<file path="src/rtl/async_fifo_reader_pkg.sv">
// Shared definitions for the FIFO read-port drain engine.
package async_fifo_reader_pkg;

    // Buffer occupancy states; the encoding doubles as the buffered-word level.
    typedef enum logic [1:0] {
        ST_EMPTY = 2'd0,
        ST_ONE   = 2'd1,
        ST_TWO   = 2'd2
    } state_e;

    localparam int unsigned LEVEL_W = 2;

endpackage

</file>
<file path="src/rtl/async_fifo_reader.sv">
// Drains the read port of the clock-crossing FIFO into a 2-entry buffer
// and presents the words as a valid/ready stream.
module async_fifo_reader
    import async_fifo_reader_pkg::*;
#(
    parameter int unsigned WIDTH  = 8,
    parameter int unsigned CNT_SZ = 16
) (
    input  logic               clk_i,
    input  logic               rst_i,
    input  logic               empty_i,
    input  logic [WIDTH-1:0]   data_i,
    output logic               rd_o,
    output logic [WIDTH-1:0]   data_o,
    output logic               valid_o,
    input  logic               ready_i,
    input  logic               flush_i,
    output logic [LEVEL_W-1:0] level_o,
    output logic [CNT_SZ-1:0]  count_o
);

    state_e              state_q, state_d;
    logic [WIDTH-1:0]    head_q, head_d;
    logic [WIDTH-1:0]    skid_q, skid_d;
    logic [CNT_SZ-1:0]   count_q, count_d;
    logic                rst_hold_q;
    logic                push;
    logic                pop;

    // FIFO strobe and handshake events. rst_hold_q keeps the strobe low
    // for the cycle after reset release so that cycle still shows reset values.
    always_comb begin
        rd_o = ~empty_i & ~flush_i & ~rst_i & ~rst_hold_q & (state_q != ST_TWO);
        push = rd_o & ~empty_i;
        pop  = valid_o & ready_i;
    end

    // Next-state, buffer data and delivered-word counter.
    always_comb begin
        state_d = state_q;
        head_d  = head_q;
        skid_d  = skid_q;
        count_d = count_q + CNT_SZ'(pop);
        unique case (state_q)
            ST_EMPTY: begin
                if (push) begin
                    state_d = ST_ONE;
                    head_d  = data_i;
                end
            end
            ST_ONE: begin
                if (push && pop) begin
                    head_d = data_i;
                end else if (push) begin
                    state_d = ST_TWO;
                    skid_d  = data_i;
                end else if (pop) begin
                    state_d = ST_EMPTY;
                    head_d  = '0;
                end
            end
            ST_TWO: begin
                if (pop) begin
                    state_d = ST_ONE;
                    head_d  = skid_q;
                    skid_d  = '0;
                end
            end
            default: begin
                state_d = ST_EMPTY;
                head_d  = '0;
                skid_d  = '0;
            end
        endcase
        // Flush discards buffered words; a same-cycle pop was still seen downstream.
        if (flush_i) begin
            state_d = ST_EMPTY;
            head_d  = '0;
            skid_d  = '0;
        end
    end

    // State and data registers with synchronous reset.
    always_ff @(posedge clk_i) begin
        if (rst_i) begin
            state_q    <= ST_EMPTY;
            head_q     <= '0;
            skid_q     <= '0;
            count_q    <= '0;
            rst_hold_q <= 1'b1;
        end else begin
            state_q    <= state_d;
            head_q     <= head_d;
            skid_q     <= skid_d;
            count_q    <= count_d;
            rst_hold_q <= 1'b0;
        end
    end

    // Registered stream outputs.
    always_comb begin
        valid_o = (state_q != ST_EMPTY);
        data_o  = head_q;
        level_o = LEVEL_W'(state_q);
        count_o = count_q;
    end

endmodule

</file>
<file path="config.mk">
export PLATFORM = sky130hd
export DESIGN_NAME = async_fifo_reader
export DESIGN_NICKNAME = d
export VERILOG_FILES = /design/src/rtl/async_fifo_reader_pkg.sv /design/src/rtl/async_fifo_reader.sv
export SDC_FILE = /design/constraint.sdc
export NUM_CORES = 1
export LEC_CHECK = 0
export ABC_AREA = 1
export BUFFER_PORTS_ARGS = -buffer_cell sky130_fd_sc_hd__buf_2
export CAP_MARGIN = 25
export CORE_MARGIN = 8
export CORE_UTILIZATION = 25
export CTS_BUF_LIST = sky130_fd_sc_hd__clkbuf_16
export CTS_CLUSTER_DIAMETER = 50
export DETAILED_ROUTE_END_ITERATION = 8
export GPL_ROUTABILITY_DRIVEN = 0
export PLACE_DENSITY = 0.4
export SETUP_SLACK_MARGIN = 0.3
export SLEW_MARGIN = 10
export SYNTH_ARGS = -nofsm -noshare
export SYNTH_HDL_FRONTEND = slang
export SYNTH_SLANG_ARGS = --single-unit
</file>
<file path="constraint.sdc">
create_clock -name clk_i -period 4.8 [get_ports clk_i]
set_input_delay 0 -clock clk_i [delete_from_list [all_inputs] [get_ports clk_i]]
set_output_delay 0 -clock clk_i [all_outputs]
set_load 0.01 [all_outputs]
</file>
After elaboration in Yosys (flattened, before gate mapping)
Index checks and enable logic that the tools add are counted.
Widths: inputs -> output; s select.
{ "totals": {"output_inout_bits": 28, "register_bits": 35, "word_cells": 49, "inputBits": 13} }
{ "op_classes": {"n_eq_ne": 10, "bitwise_logic": 11, "muxes": 15, "add_sub_neg": 1, "n_reduce_logical": 7} }
{ "ops": {"columns": ["cell", "n"], "rows": [
  ["$mux 8", 6],
  ["$pmux 8 s3", 2],
  ["$add 16x1->16", 1],
  ["$reduce_and 4->1", 3],
  ["$mux 2", 5],
  ["$ne 2x2->1 const B", 5],
  ["$ne 3x3->1 const B", 3],
  ["$and 1x1->1", 6],
  ["$pmux 2 s3", 1],
  ["$not 1->1", 5],
  ["$eq 2x1->1 const B", 1],
  ["$eq 2x2->1 const B", 1],
  ["$logic_not 2->1", 1],
  ["$reduce_bool 2->1", 1],
  ["$reduce_or 2->1", 1],
  ["$logic_and 1x1->1", 1],
  ["$mux 1", 1]
]} }

Logic depth before layout (Yosys ltp)
Gate-level depths: netlist of run 1.
{ "logic_depth": {"ltp_word": 9, "ltp_mapped": 11} }

Worst setup path before layout of run 1
Ideal clock, no wire load.
{ "synth_path": {"kind": "register -> register", "from": "register state_q[0] (netlist: level_o[0])", "to": "register count_q[12] (netlist: count_o[12])", "path_buffers": 0, "stages_incl_launch_ff": 12, "setup_ps": 116, "setup_slack_ps": 2870, "period_less_slack_ps": 1930, "t_required_ps": 4684, "t_arrival_ps": 1814, "cell_sequence": "dfxtp_1 -> nor2_4 -> nor2_4 -> ha_1 -> ha_1 -> nand3_1 -> nor2_1 -> nand2_1 -> nor2_1 -> nand2_1 -> nand2_1 -> a21oi_1"} }
{ "synth_via": {"elab_chain_len": 3} }
{ "synth_rtl": {"columns": ["item", "line_no", "rtl"], "rows": [
  ["start: declaration", "async_fifo_reader.sv:22", "state_e state_q, state_d;"],
  ["start signal: assignment", "async_fifo_reader.sv:92", "state_q <= state_d;"],
  ["$reduce_bool 2->1", "async_fifo_reader.sv:102", "valid_o = (state_q != ST_EMPTY);"],
  ["$and 1x1->1", "async_fifo_reader.sv:35", "pop = valid_o & ready_i;"],
  ["$add 16x1->16", "async_fifo_reader.sv:43", "count_d = count_q + CNT_SZ'(pop);"],
  ["end signal: assignment", "async_fifo_reader.sv:95", "count_q <= count_d;"],
  ["end: declaration", "async_fifo_reader.sv:25", "logic [CNT_SZ-1:0] count_q, count_d;"]
]} }
No other way between the ends.
A chain may end at the register's enable or synchronous reset.

Worst setup path after layout of run 1
{ "layout_path": {"from": "register state_q[0] (netlist: level_o[0])", "to": "register count_q[10] (netlist: count_o[10])"} }
Same word-level chain as after synthesis.

==> results of run 1 <==
## power breakdown
part / internal [mW] / total, mW / switching, mW / leakage (nW)
clock network: 0.188 / 0.309 / 0.121 / 0.0649
registers: 0.292 / 0.293 / 0.000855 / 0.282
logic: 0.0124 / 0.0352 / 0.0228 / 0.595
## kinds of logic after synthesis
logic type	Yosys count	share of synthesized area, %
compound gates	49	14.1
fa+ha+maj	2	1.44
buf+inv	48	11.3
flops	35	40.3
simple gates	128	32.8
## timing repair
| item | in CTS | in global routing |
|---|---|---|
| endpoints found under the setup margin | 0 | 0 |
| hold buffers | 1 | 0 |
| hold endpoints to repair | 1 | 0 |
## cells in the mapped netlist
| master | instances |
|---|---|
| nand3_2 | 1 |
| nand3_1 | 17 |
| nand2_1 | 61 |
| buf_4 | 1 |
| nor2_4 | 4 |
| inv_1 | 42 |
| nor3_1 | 5 |
| inv_2 | 1 |
| o21ai_0 | 23 |
| nor2_2 | 1 |
| o21ai_1 | 1 |
| buf_6 | 1 |
| nor2_1 | 33 |
| clkbuf_1 | 1 |
| nand2_2 | 1 |
| nand4_1 | 3 |
| a21oi_1 | 25 |
| inv_4 | 2 |
| ha_1 | 2 |
| nor3_2 | 1 |
| dfxtp_1 | 35 |
| nand2_4 | 1 |
## worst max-delay path, delay by kind of cell (launching register included)
family,cells,cell delay (ns)
AO/OA/AOI/OAI,1,0.15
adder cells (fa/ha/maj),2,0.39
flip-flops,1,0.52
AND/OR/NAND/NOR,7,1.03
## through the flow
stage          total power [mW]  cells
6_report                  0.638    388
5_1_grt                   0.663    388
4_1_cts                   0.654    388
3_5_place_dp              0.335    379
3_3_place_gp              0.335    379
2_1_floorplan             0.321    262
## final cells by class
class / count / area (um^2)
Clock buffer: 5 / 125
Clock inverter: 3 / 15.0
Fill cell: 794 / 4590
Inverter: 45 / 174
Multi-Input combinational cell: 179 / 841
Sequential cell: 35 / 701
Tap cell: 80 / 100
Timing Repair Buffer: 41 / 210
## flip-flops by register name (all words and copies together) (netlist names)
name,cells
data_o,8
count_o,16
level_o,2
skid_q,8
rst_hold_q,1
## layer usage
metal / track usage (%) / vias to the layer above / wire length [um]
met3: 2.23 / 7 / 149
met4: 4.19 / 0 / 84
met1: 13.1 / 745 / 2500
met5: 0 / - / 0
li1: - / 921 / -
met2: 16.2 / 27 / 2140
## path summary, 6_finish.rpt
| check | depth (start not counted) | from | to | slack [ns] |
|---|---|---|---|---|
| setup reg to reg | 10 | level_o[0] | count_o[10] | 2.66 |
| setup / recovery | 10 | level_o[0] | count_o[10] | 2.66 |
| hold reg to reg | 2 | skid_q[7] | skid_q[7] | 0.45 |
| hold / removal | 4 | ready_i | level_o[0] | 0.06 |
==> impl_metrics.toml, run 1 <==
[run_status]
status = "finished clean"

[drt]
drt_iter0_markers = 89
drc = 0
first_pass_iters = 4
viasPerCell = 4.38
route.vias.total = 1700
wl_per_cell_um = 12.5
routed_wl_um = 4870
antenna_left = 0

[timing]
fin_setup_tns_ns = 0
fin_hold_ws_ns = 0.0606
rsz0062_at_grt = "no"
setup_viol = 0
max_freq_mhz = 467
skew_ns = 0.00552
finalCriticalPeriod_ns = 2.14
setup_slack_ns = 2.66
worst_pin_slew_ns = 0.486
finalCritPeriodShare_pct = 44.6
relSlewSlack_pct = 67.3
drv_slew = 0
finalHoldViolations = 0

[setup_path]
path_class = "flip-flop to flip-flop"
cp_slowest_cell = "dfxtp_1"
required_ns = 5.01
cp-end-kind = "flip-flop"
cp.arrival_ns = 2.35
crit_chain = "nor2_4 -> nor2_4 -> ha_1 -> ha_1 -> nand3_1 -> nor2_1 -> nand2_1 -> nor2_1 -> nand3_1 -> a21oi_1"
worstSetupStartpointType = "flip-flop"
crit_path_max_incr_delay_ns = 0.52
path_max_fanout = 9

[clock_tree]
clkLatencyLatePin_ns = 0.28
numCtsBuffers = 5
cts_max_level = 2
cts_root_buf = "clkbuf_16"
cts_resized = 0
clkTransAtPathRegs_ns = 0.06
cts_sinks = 35
postCtsSetupBuffers = 0
cts_buffer_depth = 2
cts_tree = "yes"

[synthesis]
syn_inst = 262
syn-num-nets = 277
synth_area_um2 = 1740
ys_warn_count = 0
synth.top_cells.by_area = "dfxtp_1, nand2_1, inv_1"
yosys.cell_types.count = 22
synth-seq-area-share_pct = 40.3
netlist.area_leader.share_pct = 40.3
synth.avg_cell_area_um2 = 6.63
yosys_register_bits = 35
yosys.area.top_type = "dfxtp_1"

[global_routing]
grt_first_pass_wirelength_um = 8080
antenna_found_initial = 0
gr-usage-all-layers_pct = 10.2
grt_max_degree = 14
grt_pass1_vias = 1694
grt.overflow.total = 0

[die]
die_y_um = 99.4
row_count = 30
die_x_um = 99.4
ios = 41
initial_core_util_pct = 25.7
core_area_um2 = 6760
die-area_um2 = 9880

[pwr]
power_density_nw_per_um2 = 294
p_leak_nw = 0.943
peakVddDrop_v = 0.000119

[placed_design]
port_buffers = 40
hpwl_um = 3790
place_area_um2 = 2020
dp_slack_ns = 2.66

[finish]
area_growth_pct = 24.6
drive_gt1_share_pct = 18.8
final_cell_mix = "nand2_1, inv_1, buf_2"
stdcell_area_um2 = 2170
fin_util_pct = 32.1
diodes = 0
layout.nets = 322
final_common_cell = "nand2_1"

[hold_path]
hold_class = "primary input to flip-flop"

[job]
drv_cap = 0
No activity file was read; power rests on OpenSTA's default activity.
==> inputs of run 2 (changes only) <==
Settings changed: ABC_AREA 1 to 0, PLACE_DENSITY 0.4 to 0.42.
Clock period 4.8 ns to 1.8 ns, I/O delays scaled along.
==> run 2 against run 1 <==
  * Global-route usage down 0.17 points
  * Count of clock-buffer cells in the layout unchanged
  * Total power rose to 2.9 times the previous value
  * Worst hold slack better by 0.12 ns
  * First-iteration DRC count down 58%
  * Fmax up 44%
  * Via count down 11%
  * Register-to-register slack worse by 2.3 ns
  * Synthesized cell count down 34%
==> impl_metrics.toml, run 2 <==
[drt]
routed_wl_um = 4420
first_pass_iters = 4
route.vias.total = 1512
drt_iter0_markers = 37
drc = 0
viasPerCell = 4.68
antenna_left = 0
wl_per_cell_um = 13.7

[synthesis]
yosys.cell_types.count = 34
ys_warn_count = 0
synth.top_cells.by_area = "dfxtp_1, nor2_1, xnor2_1"
syn_inst = 174
ys.flop_type = "dfxtp_1"
synth.avg_cell_area_um2 = 9.18
yosys.area.top_type = "dfxtp_1"
netlist.area_leader.share_pct = 43.9
async_reset_ff_share_pct = 0
yosys_register_bits = 35
synth_area_um2 = 1600
synth_common_cells = "dfxtp_1, nor2_1, nand3_1"
synth_edf_count = 0
syn-num-nets = 189
synth.most_common_cell = "dfxtp_1"
synth-seq-area-share_pct = 43.9

[placed_design]
place_area_um2 = 1990
hpwl_um = 3130
port_buffers = 40

[setup_path]
path_class = "flip-flop to flip-flop"
worstSetupStartpointType = "flip-flop"
reg2reg_depth = 5
r2r_end = "data_o[1]"
r2r-start = "rst_hold_q"
cp-end-kind = "flip-flop"
cp.arrival_ns = 1.68
required_ns = 2.00
path_max_fanout = 8
reg2reg_slack_ns = 0.32

[clock_tree]
cts_tree = "yes"
clkTransAtPathRegs_ns = 0.05
numCtsBuffers = 5
cts_sinks = 35
clkLatencyLatePin_ns = 0.27
cts_buffer_depth = 2
cts_max_level = 2
cts_root_buf = "clkbuf_16"

[timing]
relSlewSlack_pct = 63.5
rsz0062_at_grt = "yes"
finalCritPeriodShare_pct = 82.5
fin_hold_ws_ns = 0.176
finalHoldViolations = 0
drv_slew = 0
max_freq_mhz = 674
worst_pin_slew_ns = 0.547
finalCriticalPeriod_ns = 1.48
setup_viol = 0
skew_ns = 0.00261

[finish]
diodes = 0
largest_register_ff_count = 16
area_growth_pct = 49.6
drive_gt1_share_pct = 36.6
multiInputGateArea_um2 = 915
fillerInstances = 632
stdcell_area_um2 = 2390
layout.nets = 260
final_common_cell = "buf_2"
seqCellArea_um2 = 712
final_cell_mix = "buf_2, dfxtp_1, nor2_1"

[die]
row_count = 29
initial_core_util_pct = 25.5
die_x_um = 95.9
core_area_um2 = 6280
die_y_um = 95.9
ios = 41
die-area_um2 = 9210

[job]
drv_cap = 0

[hold_path]
hold_start = "empty_i"
min_to = "level_o[1]"
min_path_cells = 4
hold_class = "primary input to flip-flop"

[pwr]
p_leak_nw = 0.991
power_density_nw_per_um2 = 787
peakVddDrop_v = 0.000424
total_power_mw = 1.88

[global_routing]
use_met2_pct = 16.1
grt_pass1_vias = 1533
grt.met1_usage_pct = 12.2
grt_first_pass_wirelength_um = 7360
grt.busiest_layer = "met2"
gr-usage-all-layers_pct = 10.1
grt_max_degree = 17
grtUsageMet3_pct = 3.59
grt.overflow.total = 0
antenna_found_initial = 0

[run_status]
status = "finished clean"
==> run 2: cell count changes after synthesis, moves of 5 or more <==
cell	change
nor4_1	+5
nor2b_1	+5
o21ai_0	-23
xor2_1	+5
nor2_1	-6
a21oi_1	-15
nand2_1	-58
inv_1	-40
a31oi_1	+8
xnor2_1	+9
a22o_1	+8
a22oi_1	+8
==> run 2: layer usage <==
metal  up-vias  wire, um
met5         -         0
met4         0        44
met3         7       319
met2        45      2010
met1       688      2050
li1        772         -
==> run 2: how the worst max path moves through the flow <==
stage	startpoint	to	depth (start not counted)
6_report	rst_hold_q	data_o[1]	5
5_1_grt	rst_hold_q	data_o[1]	5
4_1_cts	level_o[0]	count_o[12]	8
3_5_place_dp	rst_hold_q	data_o[3]	4
3_3_place_gp	rst_hold_q	data_o[7]	4
2_1_floorplan	level_o[1]	count_o[12]	10
==> run 2: kinds of logic after synthesis <==
group	after synthesis	share of synthesized area, %
muxes	1	0.626
buffers and inverters	12	4.38
DFF	35	43.9
xor gates and xnor gates	14	7.67
AOI/OAI and AO/OA	37	16.1
and+or+nand+nor	72	25.2
adders and majority gates	3	2.19
==> run 2: critical path, cell delays in order, from the launching register on <==
cell and delay [ns]:
dfxtp_4 0.34, or4_4 0.46, nor3b_4 0.23, buf_12 0.15, a22oi_1 0.06, a21oi_1 0.15
==> run 2: metrics by stage <==
| stage | TNS [ns] | util [%] | setup WS [ns] | cells |
|---|---|---|---|---|
| floorplan | -0.00610 | - | -0.00610 | 174 |
| global placement | 0 | 31.7 | 0.183 | 296 |
| detailed placement | 0 | 31.7 | 0.182 | 296 |
| CTS | 0 | 37.0 | 0.315 | 320 |
| global route | 0 | 38.1 | 0.258 | 323 |
| finish | 0 | 38.1 | 0.316 | 323 |
==> run 2: power breakdown <==
part           total [mW]  switching (mW)  internal (mW)
registers           0.782         0.00448          0.778
clock network       0.965           0.320          0.645
logic               0.133          0.0698         0.0630
total                1.88           0.394           1.49
==> run 2: cell type report <==
type                            instances  share of cell area, %
Sequential cell                        35                   29.8
Multi-Input combinational cell        127                   38.3
Inverter                                3                  0.576
Timing Repair Buffer                   73                   20.5
Clock buffer                            5                   5.24
Tap cell                               77                   4.03
Clock inverter                          3                   1.62
==> run 2: what timing repair did <==
item | CTS | global route
endpoints found under the hold margin | 10 | 0
setup endpoints to repair | 16 | 18
hold buffers | 10 | 0
pin swaps | 3 | 10
setup buffers | 6 | 3
resized for setup | 4 | 8
